File: src/rtl/pipeline_stall_ctrl.sv
// Pipeline sequencing controller for the five LC-3b pipeline register sets.
// It issues I/D memory strobes and holds all stages until the outstanding
// responses are in. It then advances the pipe in the same cycle, applying
// load-use bubbles and branch flushes. It also keeps a saturating stall
// counter and a sticky memory-timeout watchdog.
//
// state    | meaning
// ---------+--------------------------------------------------------------
// ST_RUN   | previous cycle advanced the pipe
// ST_STALL | previous cycle was held waiting on a memory response
module pipeline_stall_ctrl #(
    parameter int unsigned CNT_WIDTH  = 16,
    parameter int unsigned WAIT_LIMIT = 1023
) (
    input  logic                 clk,
    input  logic                 reset_n,
    input  logic                 i_resp,
    input  logic                 d_req_read,
    input  logic                 d_req_write,
    input  logic                 d_resp,
    input  logic                 load_use,
    input  logic                 branch_taken,
    output logic                 i_read,
    output logic                 d_read,
    output logic                 d_write,
    output logic                 load_pc,
    output logic                 load_if_id,
    output logic                 load_id_ex,
    output logic                 load_ex_mem,
    output logic                 load_mem_wb,
    output logic                 flush_if_id,
    output logic                 flush_id_ex,
    output logic                 stalled,
    output logic [CNT_WIDTH-1:0] stall_count,
    output logic                 mem_timeout
);

    typedef enum logic {
        ST_RUN   = 1'b0,
        ST_STALL = 1'b1
    } state_t;

    // The watchdog is a down-counter. Terminal count 0 means WAIT_LIMIT-1
    // consecutive stalled cycles have already elapsed.
    localparam logic [CNT_WIDTH-1:0] TMR_INIT = CNT_WIDTH'(WAIT_LIMIT - 1);
    localparam logic [CNT_WIDTH-1:0] CNT_MAX  = '1;

    state_t               state_q, state_d;
    logic                 i_done_q, i_done_d;
    logic                 d_done_q, d_done_d;
    logic [CNT_WIDTH-1:0] stall_cnt_q, stall_cnt_d;
    logic [CNT_WIDTH-1:0] wait_tmr_q, wait_tmr_d;
    logic                 timeout_q, timeout_d;

    logic d_req;
    logic i_ok;
    logic d_ok;
    logic advance;

    assign d_req   = d_req_read | d_req_write;
    assign i_ok    = i_resp | i_done_q;
    assign d_ok    = ~d_req | d_resp | d_done_q;
    assign advance = i_ok & d_ok;

    // Next-state: sticky response flags, stall FSM, counters and watchdog
    always_comb begin
        i_done_d    = i_done_q;
        d_done_d    = d_done_q;
        state_d     = state_q;
        stall_cnt_d = stall_cnt_q;
        wait_tmr_d  = wait_tmr_q;
        timeout_d   = timeout_q;

        if (advance) begin
            // Both flags drop on the edge that consumes them.
            i_done_d   = 1'b0;
            d_done_d   = 1'b0;
            state_d    = ST_RUN;
            wait_tmr_d = TMR_INIT;
        end else begin
            // An early response is remembered so it is not re-requested.
            // A data response with no data request outstanding is dropped.
            if (i_resp) begin
                i_done_d = 1'b1;
            end
            if (d_req && d_resp) begin
                d_done_d = 1'b1;
            end
            state_d = ST_STALL;
            if (stall_cnt_q != CNT_MAX) begin
                stall_cnt_d = stall_cnt_q + 1'b1;
            end
            if (wait_tmr_q == '0) begin
                timeout_d = 1'b1;
            end else begin
                wait_tmr_d = wait_tmr_q - 1'b1;
            end
        end
    end

    // State, flags and statistics registers; async active-low clear
    always_ff @(posedge clk or negedge reset_n) begin
        if (!reset_n) begin
            state_q     <= ST_RUN;
            i_done_q    <= 1'b0;
            d_done_q    <= 1'b0;
            stall_cnt_q <= '0;
            wait_tmr_q  <= TMR_INIT;
            timeout_q   <= 1'b0;
        end else begin
            state_q     <= state_d;
            i_done_q    <= i_done_d;
            d_done_q    <= d_done_d;
            stall_cnt_q <= stall_cnt_d;
            wait_tmr_q  <= wait_tmr_d;
            timeout_q   <= timeout_d;
        end
    end

    // Same-cycle strobes and pipeline load/flush controls. These are gated
    // by reset_n so that everything reads 0 while reset is held.
    always_comb begin
        i_read      = 1'b0;
        d_read      = 1'b0;
        d_write     = 1'b0;
        load_pc     = 1'b0;
        load_if_id  = 1'b0;
        load_id_ex  = 1'b0;
        load_ex_mem = 1'b0;
        load_mem_wb = 1'b0;
        flush_if_id = 1'b0;
        flush_id_ex = 1'b0;

        if (reset_n) begin
            i_read  = ~i_done_q;
            d_read  = d_req_read & ~d_done_q;
            d_write = d_req_write & ~d_done_q;

            if (advance) begin
                load_id_ex  = 1'b1;
                load_ex_mem = 1'b1;
                load_mem_wb = 1'b1;
                if (branch_taken) begin
                    load_pc     = 1'b1;
                    load_if_id  = 1'b1;
                    flush_if_id = 1'b1;
                    flush_id_ex = 1'b1;
                end else if (load_use) begin
                    // Hold PC and IF/ID and bubble ID/EX. The fetched
                    // instruction is thrown away and fetched again.
                    flush_id_ex = 1'b1;
                end else begin
                    load_pc    = 1'b1;
                    load_if_id = 1'b1;
                end
            end
        end
    end

    assign stalled     = (state_q == ST_STALL);
    assign stall_count = stall_cnt_q;
    assign mem_timeout = timeout_q;

endmodule

File: config.mk
export PLATFORM = sky130hd
export DESIGN_NAME = pipeline_stall_ctrl
export DESIGN_NICKNAME = d
export VERILOG_FILES = /design/src/rtl/pipeline_stall_ctrl.sv
export SDC_FILE = /design/constraint.sdc
export NUM_CORES = 1
export LEC_CHECK = 0
export CAP_MARGIN = 20
export CORE_ASPECT_RATIO = 0.75
export CORE_MARGIN = 4
export CORE_UTILIZATION = 55
export CTS_BUF_LIST = sky130_fd_sc_hd__clkbuf_8
export DETAILED_ROUTE_END_ITERATION = 10
export DONT_BUFFER_PORTS = 1
export GPL_TIMING_DRIVEN = 0
export PLACE_DENSITY = 0.78
export SETUP_SLACK_MARGIN = 0.2
export SYNTH_ARGS = -nofsm -noshare
export SYNTH_HDL_FRONTEND = slang
export SYNTH_SLANG_ARGS = --single-unit
File: constraint.sdc
create_clock -name clk -period 1.8 [get_ports clk]
set_clock_uncertainty 0.2 [all_clocks]
set_input_delay 0.36 -clock clk [delete_from_list [all_inputs] [get_ports clk]]
set_output_delay 0.36 -clock clk [all_outputs]
set_load 0.05 [all_outputs]
== Word-level counts from Yosys, hierarchy flattened ==
Index checks and enable logic that the tools add are counted.
Storage, ports and cells
  bits of input ports: 8
  register bits: 36
  word-level logic and storage cells: 50
  output and inout port bits: 28
Cells by class
  add/subtract/negate cells: 2
  mux-type cells: 23
  eq/ne operators: 2
  reductions and logical operators: 6
  bitwise operators: 11
Operators by type and width (count)
  $mux W16: 2
  $mux W1: 21
  $add A16 B1 Y16 const B: 1
  $logic_not A16 Y1: 1
  $ne A16 B16 Y1 const B: 1
  $sub A16 B1 Y16 const B: 1
  $not A1 Y1: 4
  $or A1 B1 Y1: 4
  $reduce_and A2 Y1: 2
  $reduce_bool A2 Y1: 2
  $and A1 B1 Y1: 3
  $ne A2 B2 Y1 const B: 1
  $logic_and A1 B1 Y1: 1

== Longest topological paths before layout ==
Gate-level depths: netlist (run 1).
  depth in word-level cells: 7
  gate-level depth with buffers: 7
  gate-level depth less buffers: 7

== Worst setup path after synthesis (run 1) ==
OpenSTA, ideal clock, no wires.
  path type: input-to-output
  start point: in d_req_read
  end point: out load_pc
  stages: 6
  path buffers: 2
  required time: 1240 ps
  arrival time: 2318 ps
  path slack: -1078 ps
  cell sequence: nor2_1 > o32a_1 > clkbuf_1 > nand2_1 > a21oi_1 > buf_4
Between the ends
  longest elaborated chain between the ends: 7
Ends and longest elaborated chain
  start: declaration: line 18  | input logic d_req_read,
  $or A1 B1 Y1: line 60  | assign d_req = d_req_read | d_req_write;
  $not A1 Y1: line 62  | assign d_ok = ~d_req | d_resp | d_done_q;
  $or A1 B1 Y1 (2 in a row): line 62
  $and A1 B1 Y1: line 63  | assign advance = i_ok & d_ok;
  $mux W1 (2 in a row)
  end: declaration: line 26  | output logic load_pc,
Every way passes these cells.

== Worst setup path after layout (run 1) ==
  start point: reg d_done_q
  end point: out load_mem_wb
Between the ends
  longest elaborated chain between the ends: 4
Ends and longest elaborated chain
  start: declaration: line 50  | logic d_done_q, d_done_d;
  start signal: assignment: line 113  | d_done_q <= d_done_d;
  $or A1 B1 Y1: line 62
  $and A1 B1 Y1: line 63
  $mux W1 (2 in a row)
  end: declaration: line 30  | output logic load_mem_wb,
Every way passes these cells.

==> results of run 1 <==
-- layout make-up --
class                   instances  area (um2)  area share, %
plain buffers                   6        73.8           2.64
clock buffers                   6        82.6           2.96
clock inverters                 2        7.51          0.269
inverters                       7        32.5           1.17
multi-input cells             126        1150           41.2
flip-flops and latches         36         941           33.7
well taps                      38        47.5           1.70
repair buffers                 46         457           16.4
-- cell usage in the layout (no fill, tap or decap), types with 6 or more instances in the layout --
| master | count |
|---|---|
| buf_6 | 22 |
| xnor2_1 | 12 |
| buf_4 | 20 |
| nor2_1 | 14 |
| dfrtp_1 | 10 |
| xor2_1 | 9 |
| nand3_2 | 10 |
| nand2_1 | 6 |
| dfrtp_2 | 14 |
| dfstp_2 | 9 |
| clkbuf_8 | 7 |
-- critical path, stage by stage (launching register included) --
cell	delay [ps]
dfrtp_1	400
o32a_1	380
clkbuf_8	170
nand2_8	70
clkinvlp_4	290
buf_8	270
-- sequential cells by signal (all words and copies together) (netlist names) --
signal,count
mem_timeout,1
d_done_q,1
stall_count,16
wait_tmr_q,16
stalled,1
i_done_q,1
-- per-stage QoR --
stage | instances | util, % | worst slack, ps
after floorplan | 175 | - | -332
after CTS | 246 | 81.6 | -621
final | 267 | 92.4 | -643
after detailed placement | 213 | 67.3 | -463
after global routing | 267 | 92.4 | -683
after global placement | 213 | 67.3 | -426
-- cell families (layout without fill, tap and decap cells) --
kind of cell | Yosys count | in the layout | synth area share (%)
AO/OA/AOI/OAI | 21 | 21 | 7.20
buffers and inverters | 13 | 67 | 3.36
XOR/XNOR | 22 | 22 | 10.8
adder cells (fa/ha/maj) | 2 | 2 | 1.40
multiplexers | 2 | 2 | 1.19
flip-flops | 36 | 36 | 51.0
AND/OR/NAND/NOR | 79 | 79 | 25.1
-- routing by layer --
metal	share of wire, %	up-vias	wire length [um]
met5	0	-	0
met4	3.1	0	205
met3	8.6	26	567
met2	50	134	3260
met1	39	888	2540
li1	-	720	-
-- worst min path at each step --
stage,start,endpoint,slack (ps),cells after the start
5_1_grt,i_resp,i_done_q,60,2
3_5_place_dp,reset_n,i_done_q,-130,0
2_1_floorplan,reset_n,d_done_q,-140,0
3_3_place_gp,reset_n,wait_tmr_q[13],-130,0
6_report,i_resp,i_done_q,30,2
4_1_cts,i_resp,i_done_q,40,2
-- power breakdown --
part | switching (mW) | leakage, nW | internal [mW] | total, mW
combinational | 0.407 | 0.630 | 0.385 | 0.791
clock | 0.307 | 0.0538 | 0.301 | 0.608
sequential | 0.559 | 0.427 | 0.955 | 1.51
total | 1.27 | 1.11 | 1.64 | 2.91
-- repair_timing --
action	CTS	global route
hold buffers	4	0
resized for setup	33	41
setup endpoints to repair	44	43
pin swaps	32	26
endpoints found under the hold margin	38	0
buffers inserted	21	21
==> reports/results.txt, run 1 <==
Outcome -> complete, but fails checks
Failing checks -> setup timing
Initial drt markers -> 245
Synth cell count leaders -> dfrtp_1 (27), nor2_1 (18), nand3_1 (16)
Fill count -> 87
Largest net degree at the start of global routing -> 37
Ports -> 36
Post-synth top area share -> 37.8%
Most numerous cell in the Yosys netlist -> dfrtp_1
Vias in the first global route -> 1530
Worst skew pair latency -> 310 ps
Leak -> 1.11 nW
Top FF cell, synth -> dfrtp_1
Gr busiest metal -> met2
Mapped Nets -> 185
GRT Residual Overflow -> 0
Routed wire length -> 6560 um
R2R depth -> 7
Max Clock Freq -> 0.409 GHz
#FFs+latches synth -> 36
P per Cell Area -> 1040 nW/um2
Area growth, synth to finish -> 56.0%
Final worst slack -> -643 ps
Largest area contributor in the netlist -> dfrtp_1
Mapped Area -> 1790 um2
CTS root buf -> clkbuf_8
Post-DP Area -> 2030 um2
Crit Path Max Fanout -> 3
Clock period minus worst slack -> 2440 ps
Power, Total -> 2.91 mW
Number of enable flip-flop cells after synthesis -> 0
Die area -> 4240 um2
CTS Sinks -> 36
Setup TNS Final -> -10070 ps
Seq/Total Area, Yosys -> 51.0%
Critical Path Start -> d_done_q
Top cells by area, synth -> dfrtp_1 (38%), dfstp_2 (13%), xnor2_1 (6.4%)
Initial antenna violation count -> 0
Total Routing Usage GR -> 23.4%
Final instance area -> 2790 um2
FP Rows -> 17
CP Class -> flop to output pin
GR met3 Demand/Resource -> 6.69%
Antenna diode count -> 0
Worst R2R Start -> d_done_q
First-pass GRT wire length -> 7360 um
Synth warnings -> 0
Hold_ws -> 28.5 ps
R2R Path End -> stall_count[7]
Clock Path Buffers -> 2
Clk pin slew, worst setup/hold paths -> 70 ps
Final net count -> 238
Met2 Resource Use GR -> 36.6%
GR met1 Demand/Resource -> 30.5%
Die Wd -> 73.9 um
Final hold vios -> 0
Cells after Synth -> 175
Drt wl/cell -> 24.6 um
Vias per std cell -> 6.62
CP Capture Type -> output pin
Post-DRT Antenna Nets -> 0
Reg-to-reg setup timing slack -> -410 ps
Crit path to -> load_mem_wb
Final critical-path share of the clock period -> 136%
CTS tree -> built
RSZ-0062 raised after global routing -> true
Drt pass-1 iters -> 5
IR drop worst, VDD -> 1.49 mV
Slew @ Worst Pin -> 704 ps
Worst EP arrival -> 1880 ps
Yosys cell types -> 41
H-tree levels -> 2
CP required -> 1240 ps
Setup violators final -> 39
Hold Crit Class -> primary input to flop
Die Span Y -> 57.4 um
Drc violations -> 0
Port bufs -> 0
HPWL after DPL -> 2730 um
Gpl congestion -> 0.819
DR vias -> 1768
Slew Limit Fails -> 0
Starting Density -> 59.2%
Max Cap Viol -> 0
Layout cells sized above 1 -> 60.7%
CP startpoint kind -> flop
Async SR Flop Fraction -> 100%
Worst relative slew slack -> 52.7%
Core area -> 3020 um2
Num CTS Buffers -> 5
Mean cell area of the mapped netlist -> 10.2 um2
Power figures use the tool's default switching activity.
==> run 2: changes to the inputs <==
- CORE_MARGIN: 4 -> 5
- GPL_ROUTABILITY_DRIVEN: unset -> 0
- SKIP_LAST_GASP: unset -> 1
==> reports/results.txt, run 2 (same netlist as run 1, synthesis figures left out) <==
Worst relative slew slack -> 68.7%
Final worst slack -> -611 ps
Slew @ Worst Pin -> 467 ps
Ports -> 36
IR drop worst, VDD -> 1.21 mV
CTS root buf -> clkbuf_8
Total Routing Usage GR -> 22.9%
Largest net degree at the start of global routing -> 37
Worst-path cell chain -> o32a_1 > clkbuf_8 > nand2_8 > clkinvlp_4 > buf_8
Slew Limit Fails -> 0
Outcome -> complete, but fails checks
Worst skew pair latency -> 290 ps
Setup TNS Final -> -7560 ps
Final net count -> 224
GRT Residual Overflow -> 0
Most frequent cells in the layout -> buf_4 (19), nor2_1 (13), nand3_2 (13), dfrtp_2 (13), buf_6 (10)
CTS Sinks -> 36
Final hold vios -> 0
H-tree levels -> 2
Final critical-path share of the clock period -> 134%
CP required -> 1240 ps
Drt wl/cell -> 20.8 um
CP startpoint kind -> flop
DR vias -> 1529
Layout cells sized above 1 -> 61.9%
CP Class -> flop to output pin
Leak -> 1.05 nW
Initial antenna violation count -> 0
Vias per std cell -> 6.04
Area growth, synth to finish -> 49.4%
Max Cap Viol -> 0
Crit Path Max Fanout -> 3
Hold Crit Class -> primary input to flop
Vias in the first global route -> 1553
FP Rows -> 17
Drc violations -> 0
Hold_ws -> 26.0 ps
Clock period minus worst slack -> 2410 ps
Initial drt markers -> 112
Fill count -> 141
Num CTS Buffers -> 5
Clock Path Buffers -> 2
CTS tree -> built
First-pass GRT wire length -> 7510 um
Setup violators final -> 38
P per Cell Area -> 1020 nW/um2
Starting Density -> 58.8%
Drt pass-1 iters -> 4
Final instance area -> 2670 um2
RSZ-0062 raised after global routing -> true
Post-DRT Antenna Nets -> 0
Die Wd -> 75.9 um
Die area -> 4510 um2
Antenna diode count -> 0
CP Capture Type -> output pin
Post-DP Area -> 2030 um2
Slowest CP cell -> dfrtp_1
Slowest stage delay, CP -> 410 ps
Max Clock Freq -> 0.415 GHz
Worst EP arrival -> 1850 ps
Die Span Y -> 59.4 um
Failing checks -> setup timing
Routed wire length -> 5260 um
Clk pin slew, worst setup/hold paths -> 80 ps
Core area -> 3040 um2
Port bufs -> 0
HPWL after DPL -> 2650 um
Most common library cell in the layout ignoring fill and taps -> buf_4
-- run 2: cell type report --
cell class              count  area [um2]  area share (%)
multi-input cells         126        1190            44.6
flip-flops and latches     36         947            35.4
repair buffers             32         294            11.0
clock buffers               6        82.6            3.09
plain buffers               6        72.6            2.71
well taps                  38        47.5            1.78
inverters                   7        30.0            1.12
clock inverters             2        7.51           0.281
-- run 2: path summary, 6_finish.rpt --
path	end	slack, ps	cells past startpoint	from
min reg2reg	wait_tmr_q[1]	340	2	wait_tmr_q[1]
max in group asynchronous	wait_tmr_q[4]	770	2	reset_n
min in group asynchronous	stall_count[15]	360	2	reset_n
min	i_done_q	30	2	i_resp
max	load_mem_wb	-610	5	d_done_q
max reg2reg	wait_tmr_q[13]	-260	5	wait_tmr_q[6]
-- run 2: report_power, final --
part	switching (mW)	internal (mW)
combinational	0.339	0.289
sequential	0.535	0.961
clock	0.295	0.301
total	1.17	1.55
-- run 2: worst max-delay path, delay by kind of cell, from the launching register on --
kind            cells  cell delay, ps
compound gates      1             380
flops               1             410
buf+inv             3             710
simple gates        1              60
-- run 2: per-stage QoR --
step / instances / utilization [%] / total power, mW / setup WS (ps)
final: 253 / 87.9 / 2.72 / -611
after global routing: 253 / 87.9 / 2.85 / -663
after CTS: 243 / 80.9 / 2.62 / -567
after detailed placement: 213 / 66.8 / 1.92 / -429
after global placement: 213 / 66.8 / 1.88 / -409
after floorplan: 175 / - / 1.80 / -332
-- run 2: per-layer routing --
layer  global-route usage, %  vias up  part of all wire (%)
met5                       0        -                     0
met4                    10.2        0                   2.7
met3                    8.31       21                   7.4
met2                    36.2       63                    47
met1                    27.9      754                    43
li1                        -      691                     -
-- run 2: timing repair --
action	4_1_cts	5_1_grt
pin swaps	28	24
buffers inserted	18	10
hold endpoints to repair	38	0
setup endpoints to repair	44	43
hold buffers	4	0
resized for setup	37	34
==> run 3: changes to the inputs <==
- CORE_UTILIZATION: 55 -> 25
- PLACE_DENSITY: 0.78 -> 0.45
- SKIP_CTS_REPAIR_TIMING: unset -> 1
==> reports/results.txt, run 3 (same netlist as run 1, synthesis figures left out) <==
Layout cells sized above 1 -> 57.1%
Setup Slack @ Placement -> -436 ps
GRT Residual Overflow -> 0
Largest net degree at the start of global routing -> 41
Drc violations -> 0
Final critical-path share of the clock period -> 133%
CTS Sinks -> 36
Port bufs -> 0
Worst relative slew slack -> 68.1%
R2R Path End -> stall_count[8]
Num CTS Buffers -> 5
Worst skew pair latency -> 290 ps
Max Clock Freq -> 0.417 GHz
Ports -> 36
P per Cell Area -> 997 nW/um2
CP required -> 1240 ps
Hold path cells -> 2
Total Routing Usage GR -> 9.29%
Antenna diode count -> 0
Worst R2R Start -> stall_count[13]
First-pass GRT wire length -> 6600 um
Hold_ws -> 47.6 ps
Failing checks -> setup timing
CTS tree -> built
Setup violators final -> 35
H-tree levels -> 2
Clk pin slew, worst setup/hold paths -> 70 ps
Worst EP arrival -> 1840 ps
CP Capture Type -> output pin
Final net count -> 219
DR vias -> 1393
Starting Density -> 25.9%
Routed wire length -> 4520 um
Final core utilization -> 38.3%
HPWL after DPL -> 2800 um
Initial antenna violation count -> 1
Die area -> 8970 um2
Slew Limit Fails -> 0
Initial drt markers -> 56
Crit Path Max Fanout -> 4
Die Span Y -> 83.3 um
IR drop worst, VDD -> 0.410 mV
Die Wd -> 108 um
Drt wl/cell -> 14.7 um
RSZ-0062 raised after global routing -> true
Area growth, synth to finish -> 47.8%
Max Cap Viol -> 0
Drt pass-1 iters -> 3
R2R depth -> 5
Clock period minus worst slack -> 2400 ps
Slew @ Worst Pin -> 479 ps
Final worst slack -> -600 ps
Most frequent cells in the layout -> buf_4 (19), dfrtp_2 (15), nor2_1 (13)
CP startpoint kind -> flop
Hold Path Origin -> i_resp
Vias in the first global route -> 1273
CTS root buf -> clkbuf_8
Core area -> 6900 um2
Vias per std cell -> 4.52
Post-DRT Antenna Nets -> 0
Clock Path Buffers -> 2
Leak -> 0.999 nW
Final hold vios -> 0
End point of the worst hold path -> i_done_q
CP Class -> flop to output pin
Most common library cell in the layout ignoring fill and taps -> buf_4
Reg-to-reg setup timing slack -> -290 ps
Hold Crit Class -> primary input to flop
FP Rows -> 26
Fill count -> 694
Outcome -> complete, but fails checks
Setup TNS Final -> -7530 ps
-- run 3: changes by cell type in the layout (fill, tap and decap cells not counted), moves of 3 or more --
cell and change:
buf_6 -5, clkbuf_8 -3, nand3_1 +4, nand3_2 -5, dfrtp_4 -3
-- run 3: power breakdown --
group | switching [mW] | total (mW) | internal (mW)
sequential | 0.514 | 1.47 | 0.956
clock | 0.283 | 0.545 | 0.262
combinational | 0.316 | 0.621 | 0.305
-- run 3: cell type report --
| type | count | area (um2) | area share, % |
|---|---|---|---|
| multi-input cells | 126 | 1140 | 43.3 |
| flip-flops and latches | 36 | 938 | 35.5 |
| repair buffers | 27 | 254 | 9.61 |
| well taps | 98 | 123 | 4.64 |
| plain buffers | 6 | 71.3 | 2.70 |
| clock buffers | 5 | 68.8 | 2.60 |
| inverters | 7 | 30.0 | 1.14 |
| clock inverters | 3 | 13.8 | 0.521 |
-- run 3: through the flow --
| stage | cells | power [mW] | area [um2] |
|---|---|---|---|
| 2_1_floorplan | 175 | 1.80 | 1980 |
| 3_3_place_gp | 273 | 1.91 | 2110 |
| 3_5_place_dp | 273 | 1.91 | 2110 |
| 4_1_cts | 281 | 2.48 | 2190 |
| 5_1_grt | 308 | 2.79 | 2640 |
| 6_report | 308 | 2.64 | 2640 |
-- run 3: worst max path at each step --
stage / start / to / slack (ps) / cells past startpoint
after floorplan: d_done_q / load_id_ex / -330 / 5
after global placement: d_done_q / load_id_ex / -430 / 5
after CTS: d_done_q / load_id_ex / -760 / 5
after global routing: d_done_q / load_mem_wb / -660 / 5
final: d_done_q / load_id_ex / -600 / 5
after detailed placement: d_done_q / load_id_ex / -440 / 5
-- run 3: routing by layer --
metal	routed length (um)	track usage, %
met1	2250	13.0
met4	53	3.67
met2	1940	12.8
met5	0	0
met3	268	3.41
-- run 3: worst max-delay path: stages, from the launching register on --
cell	delay [ps]
dfrtp_1	390
o32a_1	380
buf_8	150
nand2_8	70
clkinvlp_4	280
buf_8	260
